File: config.mk
export PLATFORM = sky130hd
export DESIGN_NAME = ifetch
export DESIGN_NICKNAME = d
export VERILOG_FILES = /design/src/rtl/ifetch.sv
export SDC_FILE = /design/constraint.sdc
export NUM_CORES = 1
export LEC_CHECK = 0
export ABC_AREA = 0
export CORE_ASPECT_RATIO = 1.4
export CORE_MARGIN = 1
export CORE_UTILIZATION = 54
export DETAILED_ROUTE_END_ITERATION = 10
export GPL_TIMING_DRIVEN = 1
export HOLD_SLACK_MARGIN = 0.06
export PLACE_DENSITY = 0.9
export SYNTH_ARGS = -nofsm -noshare
export SYNTH_HDL_FRONTEND = slang
export SYNTH_SLANG_ARGS = --single-unit
export TNS_END_PERCENT = 20
File: constraint.sdc
create_clock -name clk_i -period 12.3 [get_ports clk_i]
set_input_delay 3.075 -clock clk_i [delete_from_list [all_inputs] [get_ports clk_i]]
set_output_delay 3.075 -clock clk_i [all_outputs]
set_load 0.02 [all_outputs]
File: src/rtl/ifetch.sv
// Instruction fetch: reads short (1-word) and long (2-word) instructions over a classic bus into ir_o/pc_o.
// Latency: instruction on ir_o at the edge after its last ack; zero-wait bus gives 1 short/clk, 1 long/2 clk.
// Backpressure: stall_i freezes ir_o/pc_o; a completed instruction parks and the bus idles until stall_i drops.
module ifetch #(
    parameter logic [31:0] RESET_PC = 32'h0000_0000
) (
    input  logic        clk_i,
    input  logic        rst_i,
    input  logic        stall_i,
    input  logic        pc_set_i,
    input  logic [31:0] pc_target_i,
    output logic        bus_cyc_o,
    output logic        bus_stb_o,
    output logic [31:0] bus_adr_o,
    output logic [3:0]  bus_sel_o,
    output logic        bus_we_o,
    input  logic        bus_ack_i,
    input  logic [31:0] bus_dat_i,
    output logic [63:0] ir_o,
    output logic [31:0] pc_o
);

    typedef enum logic [1:0] {
        F1   = 2'd0,
        F2   = 2'd1,
        HOLD = 2'd2
    } state_t;

    state_t      state_q;
    logic [31:0] fpc_q;
    logic [31:0] op_q;
    logic [31:0] op_pc_q;
    logic [63:0] park_ir_q;
    logic [31:0] park_pc_q;

    logic        accept;
    logic        complete;
    logic [63:0] asm_ir;
    logic [31:0] asm_pc;
    logic [31:0] tgt_aligned;

    // Redirect targets are always word aligned.
    assign tgt_aligned = pc_target_i & 32'hFFFF_FFFC;

    // Bus request is live in F1/F2, dropped during a redirect cycle and while reset is held.
    assign bus_cyc_o = (state_q != HOLD) & ~pc_set_i & ~rst_i;
    assign bus_stb_o = bus_cyc_o;
    assign bus_adr_o = fpc_q;
    assign bus_sel_o = 4'hF;
    assign bus_we_o  = 1'b0;
    assign accept    = bus_cyc_o & bus_ack_i;

    // Assemble the instruction that would complete if the current word is accepted.
    always_comb begin
        complete = 1'b0;
        asm_ir   = 64'h0;
        asm_pc   = fpc_q;
        if (state_q == F1) begin
            complete = ~bus_dat_i[0];
            asm_ir   = {32'h0, bus_dat_i};
            asm_pc   = fpc_q;
        end else if (state_q == F2) begin
            complete = 1'b1;
            asm_ir   = {bus_dat_i, op_q};
            asm_pc   = op_pc_q;
        end
    end

    // Fetch FSM with registered instruction outputs; redirect beats every other event.
    always_ff @(posedge clk_i or posedge rst_i) begin
        if (rst_i) begin
            state_q   <= F1;
            fpc_q     <= RESET_PC;
            op_q      <= 32'h0;
            op_pc_q   <= 32'h0;
            park_ir_q <= 64'h0;
            park_pc_q <= 32'h0;
            ir_o      <= 64'h0;
            pc_o      <= 32'h0;
        end else if (pc_set_i) begin
            fpc_q   <= tgt_aligned;
            state_q <= F1;
            ir_o    <= 64'h0;
        end else if (state_q == HOLD) begin
            if (!stall_i) begin
                ir_o    <= park_ir_q;
                pc_o    <= park_pc_q;
                state_q <= F1;
            end
        end else if (accept) begin
            fpc_q <= fpc_q + 32'd4;
            if (!complete) begin
                // Long-form opcode: keep it and its address, fetch the immediate next.
                op_q    <= bus_dat_i;
                op_pc_q <= fpc_q;
                state_q <= F2;
                if (!stall_i) begin
                    ir_o <= 64'h0;
                end
            end else if (stall_i) begin
                park_ir_q <= asm_ir;
                park_pc_q <= asm_pc;
                state_q   <= HOLD;
            end else begin
                ir_o    <= asm_ir;
                pc_o    <= asm_pc;
                state_q <= F1;
            end
        end else if (!stall_i) begin
            ir_o <= 64'h0;
        end
    end

endmodule

==> metrics.yaml <==
run_status:
  status: "complete, no violations"
route:
  first_pass_iters: 7
  wl_per_cell_um: 20.60
  routed_wirelength_um: 36650
  drc: 0
  ant_nets: 0
  vias: 11144
  viasPerCell: 6.264
  drtIter0Drc: 797
clock_network:
  cts.clk_slew.worst_paths_ns: 0.06
  tritoncts: "yes"
  clk-insertion-delay-late_ns: 0.54
  cts_root_buffer: "clkbuf_16"
  clock_path_buffers: 3
  ctsResizeCount: 0
  cts_buffers: 27
  ctsHoldBuffers: 0
  postCtsSetupRepairBufs: 0
  h-tree-depth: 1
  clock-sinks: 282
timing:
  tns_ns: 0
  fin_skew_ns: 0.01276
  final-setup-viol-count: 0
  hold_viol_final: 0
  slew_violations: 0
  setup_slack_ns: 4.634
  slew_headroom_pct: 19.16
  finalCriticalPeriod_ns: 7.666
  clock.fmax_mhz: 130.4
  tightest_slew_ns: 1.213
  hold_ws_ns: 0.4730
  fin_crit_sh_pct: 62.33
  grt_setup_unrepaired: "false"
worst_setup_path:
  worstPathMaxFanout: 4
  rrSetupSlack_ns: 8.69
  crit_type: "in -> out"
  path_cells: "clkdlybuf4s50_1 -> nor3_1 -> clkdlybuf4s50_1"
  arrival_ns: 4.59
  r2r-start: "state_q[0]"
  crit_family: "buffers and inverters"
  r2r-end: "op_q[10]"
  required_ns: 9.22
  crit_path_end_kind: "primary output"
  crit_slowest_cell: "clkdlybuf4s50_1"
  critPathLaunchType: "input pin"
  worst-path-buf-inv: 2
  crit_path_max_incr_delay_ns: 0.65
  crit_top_cell: "clkdlybuf4s50_1"
  rr_worst_depth: 6
synthesis:
  synth_area_leaders: "dfrtp_1 53%, mux2_2 7.7%, nand2_1 6.6%, o21ai_0 4.6%, nor2_1 3.2%"
  yosysTopAreaCell: "dfrtp_1"
  syn_inst: 1325
  yosys-top-cells-count: "282 x dfrtp_1, 232 x nand2_1, 122 x o21ai_0"
  async_flop_share_pct: 100.0
  yosysUniqueCellTypes: 51
  synth.most_common_cell: "dfrtp_1"
  synth-edff-count: 0
  avgSynthCellArea_sq_um: 10.03
  ys.warnings.count: 0
  ys_seq_area_share_pct: 53.09
  synth_top_area_share_pct: 53.09
  syn_area_sq_mm: 0.01329
  synthFlopType: "dfrtp_1"
  synth_seq_cells: 282
layout:
  n_fill_cell: 1799
  drive_above_1_share_pct: 11.98
  postLayoutCoreUtil_pct: 66.81
  synthToLayoutAreaGrowth_pct: 20.93
  antenna-diode-count: 0
  layout.nets: 1519
job:
  cap_violations: 0
hold_path:
  hp-class: "reg -> reg"
  worstHoldStart: "pc_o[22]"
  whs_endpoint: "pc_o[22]"
  hold_depth: 2
pwr:
  vdd_drop_max_v: 0.0001363
  p_per_area_mw_per_mm2: 155.0
  p_leak_nw: 6.679
  power.total_w: 0.002492
floorplanning:
  floorplan.die_area_sq_mm: 0.02525
  die-height_um: 187.6
  ioPinCount: 204
  start_util_pct: 55.24
  num_rows: 67
  fp.dieW_um: 134.6
  core_area_sq_mm: 0.02406
place:
  dp_hpwl_um: 22980
  portBuffers: 192
  gp_routability_congestion: 0.9452
  post-place-ws_ns: 4.635
grt:
  grt_antenna_before_repair: 0
  grt_max_degree: 125
  first_global_vias: 11159
  grt_pass1_wl_um: 58820
  grt_usage_pct: 29.41
  grt_remaining_overflow: 0
through the flow:
stage | area [sq um] | cells
4_1_cts | 16070 | 1779
3_3_place_gp | 15240 | 1730
5_1_grt | 16070 | 1779
6_report | 16070 | 1779
2_1_floorplan | 13320 | 1332
3_5_place_dp | 15240 | 1730
power breakdown:
group	switching, W	internal [W]	total, W
Sequential	0.000110	0.00109	0.00120
Combinational	0.000259	0.000234	0.000493
Clock	0.000358	0.000437	0.000795
final cells by class:
cell class	instances	area, sq um	share of cell area (%)
flip-flops and latches	282	7058	43.91
repair buffers	211	2054	12.78
well taps	310	387.9	2.413
clock buffers	39	770.7	4.795
clock inverters	10	66.31	0.4126
multi-input cells	922	5709	35.52
inverters	5	26.28	0.1635
worst max-delay path by stage:
| stage | from | end | slack, ns | cells after the start |
|---|---|---|---|---|
| CTS | rst_i | bus_cyc_o | 4.62 | 3 |
| global placement | rst_i | bus_stb_o | 4.64 | 3 |
| global route | rst_i | bus_stb_o | 4.56 | 3 |
| floorplan | rst_i | bus_adr_o[10] | 1.45 | 1 |
| detailed placement | rst_i | bus_cyc_o | 4.64 | 3 |
| finish | rst_i | bus_cyc_o | 4.63 | 3 |
cells in the final DEF, fill, tap and decap left out, types with 9 or more instances in the layout:
cell and instances:
dfrtp_1 281, xor2_1 13, o31ai_1 31, clkbuf_16 27, nand4_1 13, a221oi_1 29, conb_1 9, nand2_1 230
a22oi_1 30, nand3_1 15, a311oi_1 33, a21oi_1 35, mux2_2 91, clkdlybuf4s50_1 190, mux2i_1 34, buf_4 19
o22ai_1 30, o21ai_0 122, and2_1 32, nor2_1 112
state kept, by name, summed over array words and instances, names as in the netlist:
register   flops
bus_adr_o     30
ir_o          64
state_q        2
op_pc_q       30
op_q          32
park_pc_q     30
pc_o          30
park_ir_q     64
per-layer routing:
| metal | vias to the layer above | part of all wire, % | GRT usage, % |
|---|---|---|---|
| met5 | - | 0 | 0 |
| met4 | 0 | 4.7 | 14.48 |
| met3 | 101 | 6.6 | 3.514 |
| met2 | 536 | 51 | 50.66 |
| met1 | 5571 | 38 | 36.39 |
| li1 | 4936 | - | - |
logic make-up (layout without fill, tap and decap cells):
family          count (synthesis)  in the layout  synth area share, %
fa+ha+maj                       1              1              0.09412
buf+inv                       128            265                4.509
flops                         282            282                53.09
xor+xnor                       15             15               0.9885
simple gates                  432            432                14.16
other cells                     2              9              0.05650
compound gates                337            337                16.58
mux                           128            128                10.52
worst min-delay path, delay by kind of cell, from the launching register on:
kind               cells  cell delay, ns
AOI/OAI and AO/OA      1            0.06
and+or+nand+nor        1            0.04
DFF                    1            0.34
Note: power is estimated with default switching activity, not from simulation.
